<file path="src/rtl/multicycle_alu_if.sv">
// Request/response bundle for multicycle_alu: operand request channel and
// registered result channel, each with its own valid/ready pair.
interface multicycle_alu_if #(
  parameter int WIDTH = 16
);
  logic             in_valid;
  logic             in_ready;
  logic [WIDTH-1:0] in1;
  logic [WIDTH-1:0] in2;
  logic [3:0]       alu_op;
  logic             out_valid;
  logic             out_ready;
  logic [WIDTH-1:0] alu_result;
  logic             zero;
  logic             div_zero;
  logic             bad_op;

  modport master (
    output in_valid, in1, in2, alu_op, out_ready,
    input  in_ready, out_valid, alu_result, zero, div_zero, bad_op
  );

  modport slave (
    input  in_valid, in1, in2, alu_op, out_ready,
    output in_ready, out_valid, alu_result, zero, div_zero, bad_op
  );
endinterface

</file>
<file path="src/rtl/multicycle_alu.sv">
// ALU with single-cycle logic/arith ops and iterative shift-add multiply and
// restoring divide; one operation in flight, result held until consumed.
module multicycle_alu #(
  parameter int WIDTH = 16,
  parameter int CNT_W = 5
) (
  input  logic           clk,
  input  logic           rst,
  multicycle_alu_if.slave bus
);

  localparam int SHW = $clog2(WIDTH);

  localparam logic [3:0] OP_ADD  = 4'b0000;
  localparam logic [3:0] OP_SUB  = 4'b0001;
  localparam logic [3:0] OP_NOT  = 4'b0010;
  localparam logic [3:0] OP_SHL  = 4'b0011;
  localparam logic [3:0] OP_SHR  = 4'b0100;
  localparam logic [3:0] OP_AND  = 4'b0101;
  localparam logic [3:0] OP_OR   = 4'b0110;
  localparam logic [3:0] OP_SLT  = 4'b0111;
  localparam logic [3:0] OP_MUL  = 4'b1000;
  localparam logic [3:0] OP_DIVU = 4'b1001;
  localparam logic [3:0] OP_REMU = 4'b1010;
  localparam logic [3:0] OP_XOR  = 4'b1011;
  localparam logic [3:0] OP_SRA  = 4'b1100;

  typedef enum logic [1:0] {IDLE, BUSY, DONE} state_t;

  state_t           state;
  state_t           state_next;

  logic [3:0]       op_r;
  logic [WIDTH-1:0] reg_a;
  logic [WIDTH-1:0] reg_b;
  logic [WIDTH-1:0] acc;
  logic [CNT_W-1:0] cnt;
  logic [WIDTH-1:0] result_r;
  logic             zero_r;
  logic             div_zero_r;
  logic             bad_op_r;

  logic             accept;
  logic             is_div;
  logic             is_multi;
  logic             go_busy;
  logic             last_iter;
  logic             big_shift;

  logic [WIDTH-1:0] single_res;
  logic             single_dz;
  logic             single_bad;

  logic [WIDTH-1:0] mul_sum;
  logic [WIDTH:0]   rem_shift;
  logic             rem_ge;
  logic [WIDTH-1:0] rem_next;
  logic [WIDTH-1:0] quo_next;
  logic [WIDTH-1:0] iter_res;

  assign accept    = bus.in_valid && (state == IDLE);
  assign is_div    = (bus.alu_op == OP_DIVU) || (bus.alu_op == OP_REMU);
  assign is_multi  = is_div || (bus.alu_op == OP_MUL);
  // Division by zero has a defined answer, so it bypasses the iteration.
  assign go_busy   = is_multi && !(is_div && (bus.in2 == '0));
  assign last_iter = (cnt == CNT_W'(WIDTH - 1));
  assign big_shift = (bus.in2 >= WIDTH'(WIDTH));

  always_comb begin
    single_res = '0;
    single_dz  = 1'b0;
    single_bad = 1'b0;
    case (bus.alu_op)
      OP_ADD:  single_res = bus.in1 + bus.in2;
      OP_SUB:  single_res = bus.in1 - bus.in2;
      OP_NOT:  single_res = ~bus.in1;
      OP_SHL:  single_res = big_shift ? '0 : (bus.in1 << bus.in2[SHW-1:0]);
      OP_SHR:  single_res = big_shift ? '0 : (bus.in1 >> bus.in2[SHW-1:0]);
      OP_AND:  single_res = bus.in1 & bus.in2;
      OP_OR:   single_res = bus.in1 | bus.in2;
      OP_SLT:  single_res = {{(WIDTH-1){1'b0}}, (bus.in1 < bus.in2)};
      OP_XOR:  single_res = bus.in1 ^ bus.in2;
      OP_SRA:  single_res = big_shift ? {WIDTH{bus.in1[WIDTH-1]}}
                                      : $unsigned($signed(bus.in1) >>> bus.in2[SHW-1:0]);
      OP_MUL:  single_res = '0;
      OP_DIVU: begin
        single_res = '1;
        single_dz  = 1'b1;
      end
      OP_REMU: begin
        single_res = bus.in1;
        single_dz  = 1'b1;
      end
      default: single_bad = 1'b1;
    endcase
  end

  // reg_a doubles as multiplicand (MUL) or dividend-becoming-quotient (DIV);
  // acc is the running product or partial remainder.
  always_comb begin
    mul_sum   = acc + (reg_b[0] ? reg_a : '0);
    rem_shift = {acc, reg_a[WIDTH-1]};
    rem_ge    = (rem_shift >= {1'b0, reg_b});
    rem_next  = rem_ge ? WIDTH'(rem_shift - {1'b0, reg_b}) : rem_shift[WIDTH-1:0];
    quo_next  = {reg_a[WIDTH-2:0], rem_ge};
    case (op_r)
      OP_MUL:  iter_res = mul_sum;
      OP_DIVU: iter_res = quo_next;
      default: iter_res = rem_next;
    endcase
  end

  always_ff @(posedge clk) begin
    if (rst) state <= IDLE;
    else     state <= state_next;
  end

  always_comb begin
    state_next = state;
    case (state)
      IDLE:    if (accept) state_next = go_busy ? BUSY : DONE;
      BUSY:    if (last_iter) state_next = DONE;
      DONE:    if (bus.out_ready) state_next = IDLE;
      default: state_next = IDLE;
    endcase
  end

  always_ff @(posedge clk) begin
    if (rst) begin
      op_r       <= '0;
      reg_a      <= '0;
      reg_b      <= '0;
      acc        <= '0;
      cnt        <= '0;
      result_r   <= '0;
      zero_r     <= 1'b1;
      div_zero_r <= 1'b0;
      bad_op_r   <= 1'b0;
    end else begin
      case (state)
        IDLE: begin
          if (accept) begin
            op_r  <= bus.alu_op;
            reg_a <= bus.in1;
            reg_b <= bus.in2;
            acc   <= '0;
            cnt   <= '0;
            if (!go_busy) begin
              result_r   <= single_res;
              zero_r     <= (single_res == '0);
              div_zero_r <= single_dz;
              bad_op_r   <= single_bad;
            end
          end
        end
        BUSY: begin
          cnt <= cnt + CNT_W'(1);
          if (op_r == OP_MUL) begin
            acc   <= mul_sum;
            reg_a <= reg_a << 1;
            reg_b <= reg_b >> 1;
          end else begin
            acc   <= rem_next;
            reg_a <= quo_next;
          end
          if (last_iter) begin
            result_r   <= iter_res;
            zero_r     <= (iter_res == '0);
            div_zero_r <= 1'b0;
            bad_op_r   <= 1'b0;
          end
        end
        default: ;
      endcase
    end
  end

  assign bus.in_ready   = (state == IDLE);
  assign bus.out_valid  = (state == DONE);
  assign bus.alu_result = result_r;
  assign bus.zero       = zero_r;
  assign bus.div_zero   = div_zero_r;
  assign bus.bad_op     = bad_op_r;

endmodule
</file>
<file path="src/flat_wrapper.sv">
// flat-port wrapper written by rule: the top's interface ports become plain ports
module multicycle_alu_flat 
#(
  parameter int WIDTH = 16,
  parameter int CNT_W = 5
)
  (clk, rst, bus_in_valid, bus_in1, bus_in2, bus_alu_op, bus_out_ready, bus_in_ready, bus_out_valid, bus_alu_result, bus_zero, bus_div_zero, bus_bad_op);
  multicycle_alu_if #(.WIDTH(WIDTH)) bus_i ();
  input  logic clk;
  input  logic rst;
  input wire logic [$bits(bus_i.in_valid)-1:0] bus_in_valid;
  input wire logic [$bits(bus_i.in1)-1:0] bus_in1;
  input wire logic [$bits(bus_i.in2)-1:0] bus_in2;
  input wire logic [$bits(bus_i.alu_op)-1:0] bus_alu_op;
  input wire logic [$bits(bus_i.out_ready)-1:0] bus_out_ready;
  output wire logic [$bits(bus_i.in_ready)-1:0] bus_in_ready;
  output wire logic [$bits(bus_i.out_valid)-1:0] bus_out_valid;
  output wire logic [$bits(bus_i.alu_result)-1:0] bus_alu_result;
  output wire logic [$bits(bus_i.zero)-1:0] bus_zero;
  output wire logic [$bits(bus_i.div_zero)-1:0] bus_div_zero;
  output wire logic [$bits(bus_i.bad_op)-1:0] bus_bad_op;
  assign bus_i.in_valid = bus_in_valid;
  assign bus_i.in1 = bus_in1;
  assign bus_i.in2 = bus_in2;
  assign bus_i.alu_op = bus_alu_op;
  assign bus_i.out_ready = bus_out_ready;
  assign bus_in_ready = bus_i.in_ready;
  assign bus_out_valid = bus_i.out_valid;
  assign bus_alu_result = bus_i.alu_result;
  assign bus_zero = bus_i.zero;
  assign bus_div_zero = bus_i.div_zero;
  assign bus_bad_op = bus_i.bad_op;
  multicycle_alu #(.WIDTH(WIDTH), .CNT_W(CNT_W)) u_core (.clk(clk), .rst(rst), .bus(bus_i));
endmodule
</file>
<file path="config.mk">
export PLATFORM = sky130hd
export DESIGN_NAME = multicycle_alu_flat
export DESIGN_NICKNAME = d
export VERILOG_FILES = /design/src/rtl/multicycle_alu_if.sv /design/src/rtl/multicycle_alu.sv /design/src/flat_wrapper.sv
export SDC_FILE = /design/constraint.sdc
export NUM_CORES = 1
export LEC_CHECK = 0
export BUFFER_PORTS_ARGS = -buffer_cell sky130_fd_sc_hd__buf_2
export CORE_UTILIZATION = 52
export CTS_CLUSTER_SIZE = 16
export DETAILED_ROUTE_END_ITERATION = 12
export PLACE_DENSITY = 0.68
export SYNTH_ARGS = -nofsm -noshare
export SYNTH_HDL_FRONTEND = slang
export SYNTH_SLANG_ARGS = --single-unit
</file>
<file path="constraint.sdc">
create_clock -name clk -period 6.23 [get_ports clk]
set_input_delay 1.869 -clock clk [delete_from_list [all_inputs] [get_ports clk]]
set_output_delay 1.869 -clock clk [all_outputs]
set_load 0.05 [all_outputs]
</file>
# After elaboration in Yosys (flattened, before gate mapping)
# Cells that the tools add are included.
# op_classes
add_sub_neg,5
multipliers,0
div_mod_pow,0
n_lt_le_gt_ge,3
eq_ne,22
shifts,3
mux,40
n_bitwise,4
reduce_logical,19
# op_table
op,count
16-bit two-way mux,13
16-bit one-hot mux with 12 select lines,1
16-bit one-hot mux with 2 select lines,5
16-bit zero test,3
16-bit adder,2
16-bit subtractor,2
"4-bit == test, second input constant",7
17-bit by 16-bit greater-or-equal comparator with 1-bit output,1
16-bit AND,1
"4-bit by 3-bit == test with 1-bit output, second input constant",4
"16-bit by 5-bit greater-or-equal comparator with 1-bit output, second input constant",1
16-bit less-than comparator,1
16-bit inverter,1
16-bit bitwise OR,1
16-bit by 4-bit left shift with 16-bit output,1
16-bit by 4-bit >> shifter with 16-bit output,1
16-bit by 4-bit >>> shifter with 16-bit output,1
16-bit XOR,1
13-bit OR reduction,1
1-bit two-way mux,11
5-bit one-hot mux with 2 select lines,1
"4-bit by 2-bit == test with 1-bit output, second input constant",2
2-bit two-way mux,4
"2-bit by 1-bit != test with 1-bit output, second input constant",3
other kinds (19),27
# word_totals
register_bits,78
latchBits,0
ramBits,0
rom_bits,0
inputBits,40
output_inout_bits,21
elab_cells,106
memories,0

# Logic depth before layout (Yosys ltp)
# logic_depth
depth_word,8
ltp_mapped,15
ltp_nobuf,14

# Worst setup path after synthesis
# Ideal clock, no wire load.
# synth_timing
path_kind,input to register
from,input bus_in2[2]
to,register u_core.result_r[11] (netlist: u_core.bus.alu_result[11])
setup_ns,0.128
arrival_ns,4.988
required_ns,6.102
setup_slack_ns,1.114
stages,14
n_path_buf,2
cell_sequence,buf_2 -> clkinv_1 -> clkbuf_1 -> ha_1 -> nor3_1 -> a2111oi_0 -> o211ai_1 -> a21oi_1 -> o21bai_1 -> xnor2_1 -> a221oi_1 -> a21oi_1 -> a22oi_1 -> nor2_1
# synth_between
elab_chain_len,6
word_cells_on_any_way,19
classes_between,add/sub: 2; order compare: 1; eq/ne: 1; shift: 3; mux: 7; reduce/logical: 5
# synth_rtl
item,line_no,text
"start, declared",flat_wrapper.sv:13,input wire logic [$bits(bus_i.in2)-1:0] bus_in2;
"16-bit by 5-bit greater-or-equal comparator with 1-bit output, or another cell as far along",multicycle_alu.sv:67,assign big_shift = (bus.in2 >= WIDTH'(WIDTH));
"16-bit two-way mux, or another cell as far along",multicycle_alu.sv:83,OP_SRA: single_res = big_shift ? {WIDTH{bus.in1[WIDTH-1]}}
16-bit one-hot mux with 12 select lines / 1-bit zero test (equally long branches),"multicycle_alu.sv:73, multicycle_alu.sv:65",
16-bit two-way mux / 1-bit logical AND (equally long branches),"multicycle_alu.sv:148, multicycle_alu.sv:65",
16-bit two-way mux / 2-bit != test (equally long branches),--,
16-bit one-hot mux with 2 select lines / 4-bit AND reduction (equally long branches),--,
"end signal, assigned",multicycle_alu.sv:149,result_r <= single_res;
"end signal, assigned",multicycle_alu.sv:167,result_r <= iter_res;
"end, declared",multicycle_alu.sv:38,logic [WIDTH-1:0] result_r;
# Parallel ways exist; a longest one is shown, timed or not. The select of a mux whose other input is x is not followed.
# A chain may end at the register's enable or synchronous reset.

# Worst setup path in the final report
# layout_timing
from,input bus_in2[0]
to,register u_core.result_r[0] (netlist: u_core.bus.alu_result[0])
# Same word-level chain as after synthesis.

==> results.tsv <==
metric	value	unit
most frequent cells in the layout	nor2_1, nand2_1, a21oi_1	
Post-Syn Area	0.01035	mm^2
Period minus WS final	5.788	ns
f_max	172.8	MHz
Core Area	0.01946	mm^2
# DRC	0	
utilization after layout	56.78	%
vias in the first global route	10150	
worst reg2reg path startpoint	u_core.reg_b[14]$_SDFFE_PP0P_	
syn nets	1557	
row cnt	51	
worst-margin pin slew	1.129	ns
Filler cells	1929	
worst min-delay path class	register to register	
share of the synthesized area in the top cell type	15.08	%
final-report hold violation count	0	
Initial Util	53.20	%
CTS tree	done	
DP Wirelength	29960	um
sequential share of the synthesized area	15.08	%
CP top delay family	compound AO/OA/AOI/OAI gates	
total grt overflow	0	
CP Buf/Inv Count	1	
Total Wirelength	40040	um
CP Launch Point	bus_in2[0]	
Clock power frac	27.5	%
Final setup viols	0	
Syn Area/Cell	7.287	um^2
Register Area	0.001562	mm^2
share of cells above drive strength 1	11.84	%
first-pass GRT wire length	60260	um
number of hold buffers added after cts	0	
critical path depth	12	
Clock Sink Count	78	
period utilization	92.91	%
die height	143.1	um
RSZ-0062 raised after global routing	false	
largest net degree at the start of global routing	80	
R2R cell count	12	
Multi-input gate area	0.008026	mm^2
CP arrival	5.97	ns
routability cong.	1.092	
LEAKAGE	4.647	nW
sequential power share	29.4	%
Gate Count Post-Synth	1421	
clk slew on worst S/H paths	0.06	ns
slew margin rel.	23.78	%
largest cells by area after synthesis	dfxtp_1, ha_1, nor2_1, nand2_1, a21oi_1	
most used cell, CP	a211oi_1	
maximum vdd drop	115.9	uV
Cell Pwr Density	177.1	mW/mm^2
outcome	completed	
DIE AREA	0.02048	mm^2
crit path cell chain	buf_2, ha_1, fa_1, o21ba_2, o21bai_1, a211oi_1, o21ai_0, a211oi_1, o41ai_1, nand4_1, o211ai_1, a21oi_1	
Worst Path Max Fanout	35	
Final #Nets	1550	
max-slew violation count	0	
worst-skew pair later-pin latency	0.34	ns
Min Hold Slack	0.4558	ns
H-tree Lvls	3	
Post-DRT Antenna Nets	0	
num ports	61	
CP Launch Type	input pin	
Sw Pwr	0.0008118	W
Resize count post-CTS	0	
Sw Ratio	41.48	%
MaxCap Viol Count	0	
wire per inst	23.78	um
ys async rst share	0	%
Yosys warning count	0	
worst r2r dst	u_core.bus.zero$_SDFFE_PP1P_	
total CTS buffers	9	
worst-case clock buffer depth	2	
setup TNS	0	ns
Critical Path RT	6.41	ns
CP endpoint kind	register	
internal power	0.001145	W
top_reg_cell synth	dfxtp_1	
critical path class	input pin to register	
Post-CTS Setup Inserts	0	
crit path to	u_core.bus.alu_result[0]$_SDFFE_PP0P_	
synth unique cells	91	
Initial DRC Count	1115	
port buffer count	60	
DRT Pass-1 Iters	6	
count of flip-flops with a built-in enable after synthesis	0	
total track usage	39.10	%
Critical-path top delay cell	o41ai_1	
area grow syn2layout	6.718	%
Worst Skew	0.007446	ns
vias per cell	6.692	
Die Wd	143.1	um
via count	11270	
Worst R2R Setup Slack	1.76	ns
post-synth top area cell	dfxtp_1	
antenna violations before repair	0	
commonest non-fill, non-tap cell in the layout	nor2_1	
# diodes	0	
root buf cell	clkbuf_16	
Comb pwr share	43.2	%
max incr delay on CP	0.99	ns
flops & latches, synth	78	
## kinds of logic after synthesis
family | count (synthesis) | synth area share, %
AOI/OAI and AO/OA | 406 | 27.16
xor gates and xnor gates | 42 | 3.552
adders and majority gates | 96 | 11.89
buffers and inverters | 189 | 7.733
DFF | 78 | 15.08
muxes | 79 | 10.32
and+or+nand+nor | 531 | 24.26
## worst min-delay path by stage
| stage | start | end | depth (start not counted) |
|---|---|---|---|
| 2_1_floorplan | u_core.cnt[3]$_SDFFE_PP0P_ | u_core.cnt[3]$_SDFFE_PP0P_ | 1 |
| 3_3_place_gp | u_core.bus.alu_result[3]$_SDFFE_PP0P_ | u_core.bus.alu_result[3]$_SDFFE_PP0P_ | 2 |
| 3_5_place_dp | u_core.bus.alu_result[2]$_SDFFE_PP0P_ | u_core.bus.alu_result[2]$_SDFFE_PP0P_ | 2 |
| 4_1_cts | u_core.bus.alu_result[2]$_SDFFE_PP0P_ | u_core.bus.alu_result[2]$_SDFFE_PP0P_ | 2 |
| 5_1_grt | u_core.bus.alu_result[2]$_SDFFE_PP0P_ | u_core.bus.alu_result[2]$_SDFFE_PP0P_ | 2 |
| 6_report | u_core.bus.alu_result[2]$_SDFFE_PP0P_ | u_core.bus.alu_result[2]$_SDFFE_PP0P_ | 2 |
## synth_stat cells (17+ instances only)
| cell | instances |
|---|---|
| a211oi_1 | 30 |
| ha_1 | 92 |
| and2_1 | 17 |
| a21o_1 | 22 |
| o21ai_0 | 53 |
| nor3_1 | 28 |
| dfxtp_1 | 78 |
| mux4_2 | 21 |
| nand3_1 | 33 |
| a22oi_1 | 19 |
| clkbuf_1 | 72 |
| a311oi_1 | 36 |
| nor4_1 | 17 |
| nor2_1 | 172 |
| buf_2 | 20 |
| inv_1 | 76 |
| o211ai_1 | 25 |
| mux2i_1 | 46 |
| xnor2_1 | 32 |
| a21oi_1 | 98 |
| nand2_1 | 166 |
## state kept, by name (all words and copies together) (netlist names)
register               count
u_core.op_r                4
u_core.state               2
u_core.acc                16
u_core.reg_b              16
u_core.cnt                 5
u_core.bus.bad_op          1
u_core.bus.zero            1
u_core.reg_a              16
u_core.bus.alu_result     16
u_core.bus.div_zero        1
## worst min-delay path: cells and delay by family, from the launching register on
| kind | cells | cell delay (ns) |
|---|---|---|
| flops | 1 | 0.31 |
| simple gates | 1 | 0.05 |
| compound gates | 1 | 0.05 |
## area by class of cell
cell class                 count  area share [%]
clock buffer                  10           2.072
clock inverter                 6          0.6227
inverter                      80           2.717
multi-input combinational   1154           72.63
sequential                    78           14.13
tap                          265           3.000
timing repair buffer          91           4.823
## power by group through the flow
| stage | clock network, W | logic [W] | registers [W] |
|---|---|---|---|
| detailed placement | 0 | 0.000819 | 0.000585 |
| global placement | 0 | 0.000815 | 0.000584 |
| global route | 0.000559 | 0.000905 | 0.000579 |
| finish | 0.000537 | 0.000845 | 0.000575 |
| CTS | 0.000542 | 0.000823 | 0.000574 |
| floorplan | 0 | 0.000556 | 0.000606 |
## metal layers
metal | track usage [%] | wire length [um] | up-vias
met3 | 4.863 | 2984 | 147
met4 | 23.94 | 2659 | 0
li1 | - | - | 5192
met5 | 0 | 0 | -
met1 | 48.88 | 16300 | 5313
met2 | 63.98 | 18090 | 618
## per-stage QoR
| step | area (um^2) | total power [W] | setup slack [ns] | std cells |
|---|---|---|---|---|
| floorplan | 10350 | 0.001162 | 1.114 | 1421 |
| global placement | 10750 | 0.001399 | 0.6272 | 1668 |
| detailed placement | 10750 | 0.001404 | 0.5356 | 1668 |
| CTS | 11050 | 0.001939 | 0.8805 | 1684 |
| global route | 11050 | 0.002043 | 0.4064 | 1684 |
| finish | 11050 | 0.001957 | 0.4419 | 1684 |
(Power assumes the default switching activity.)
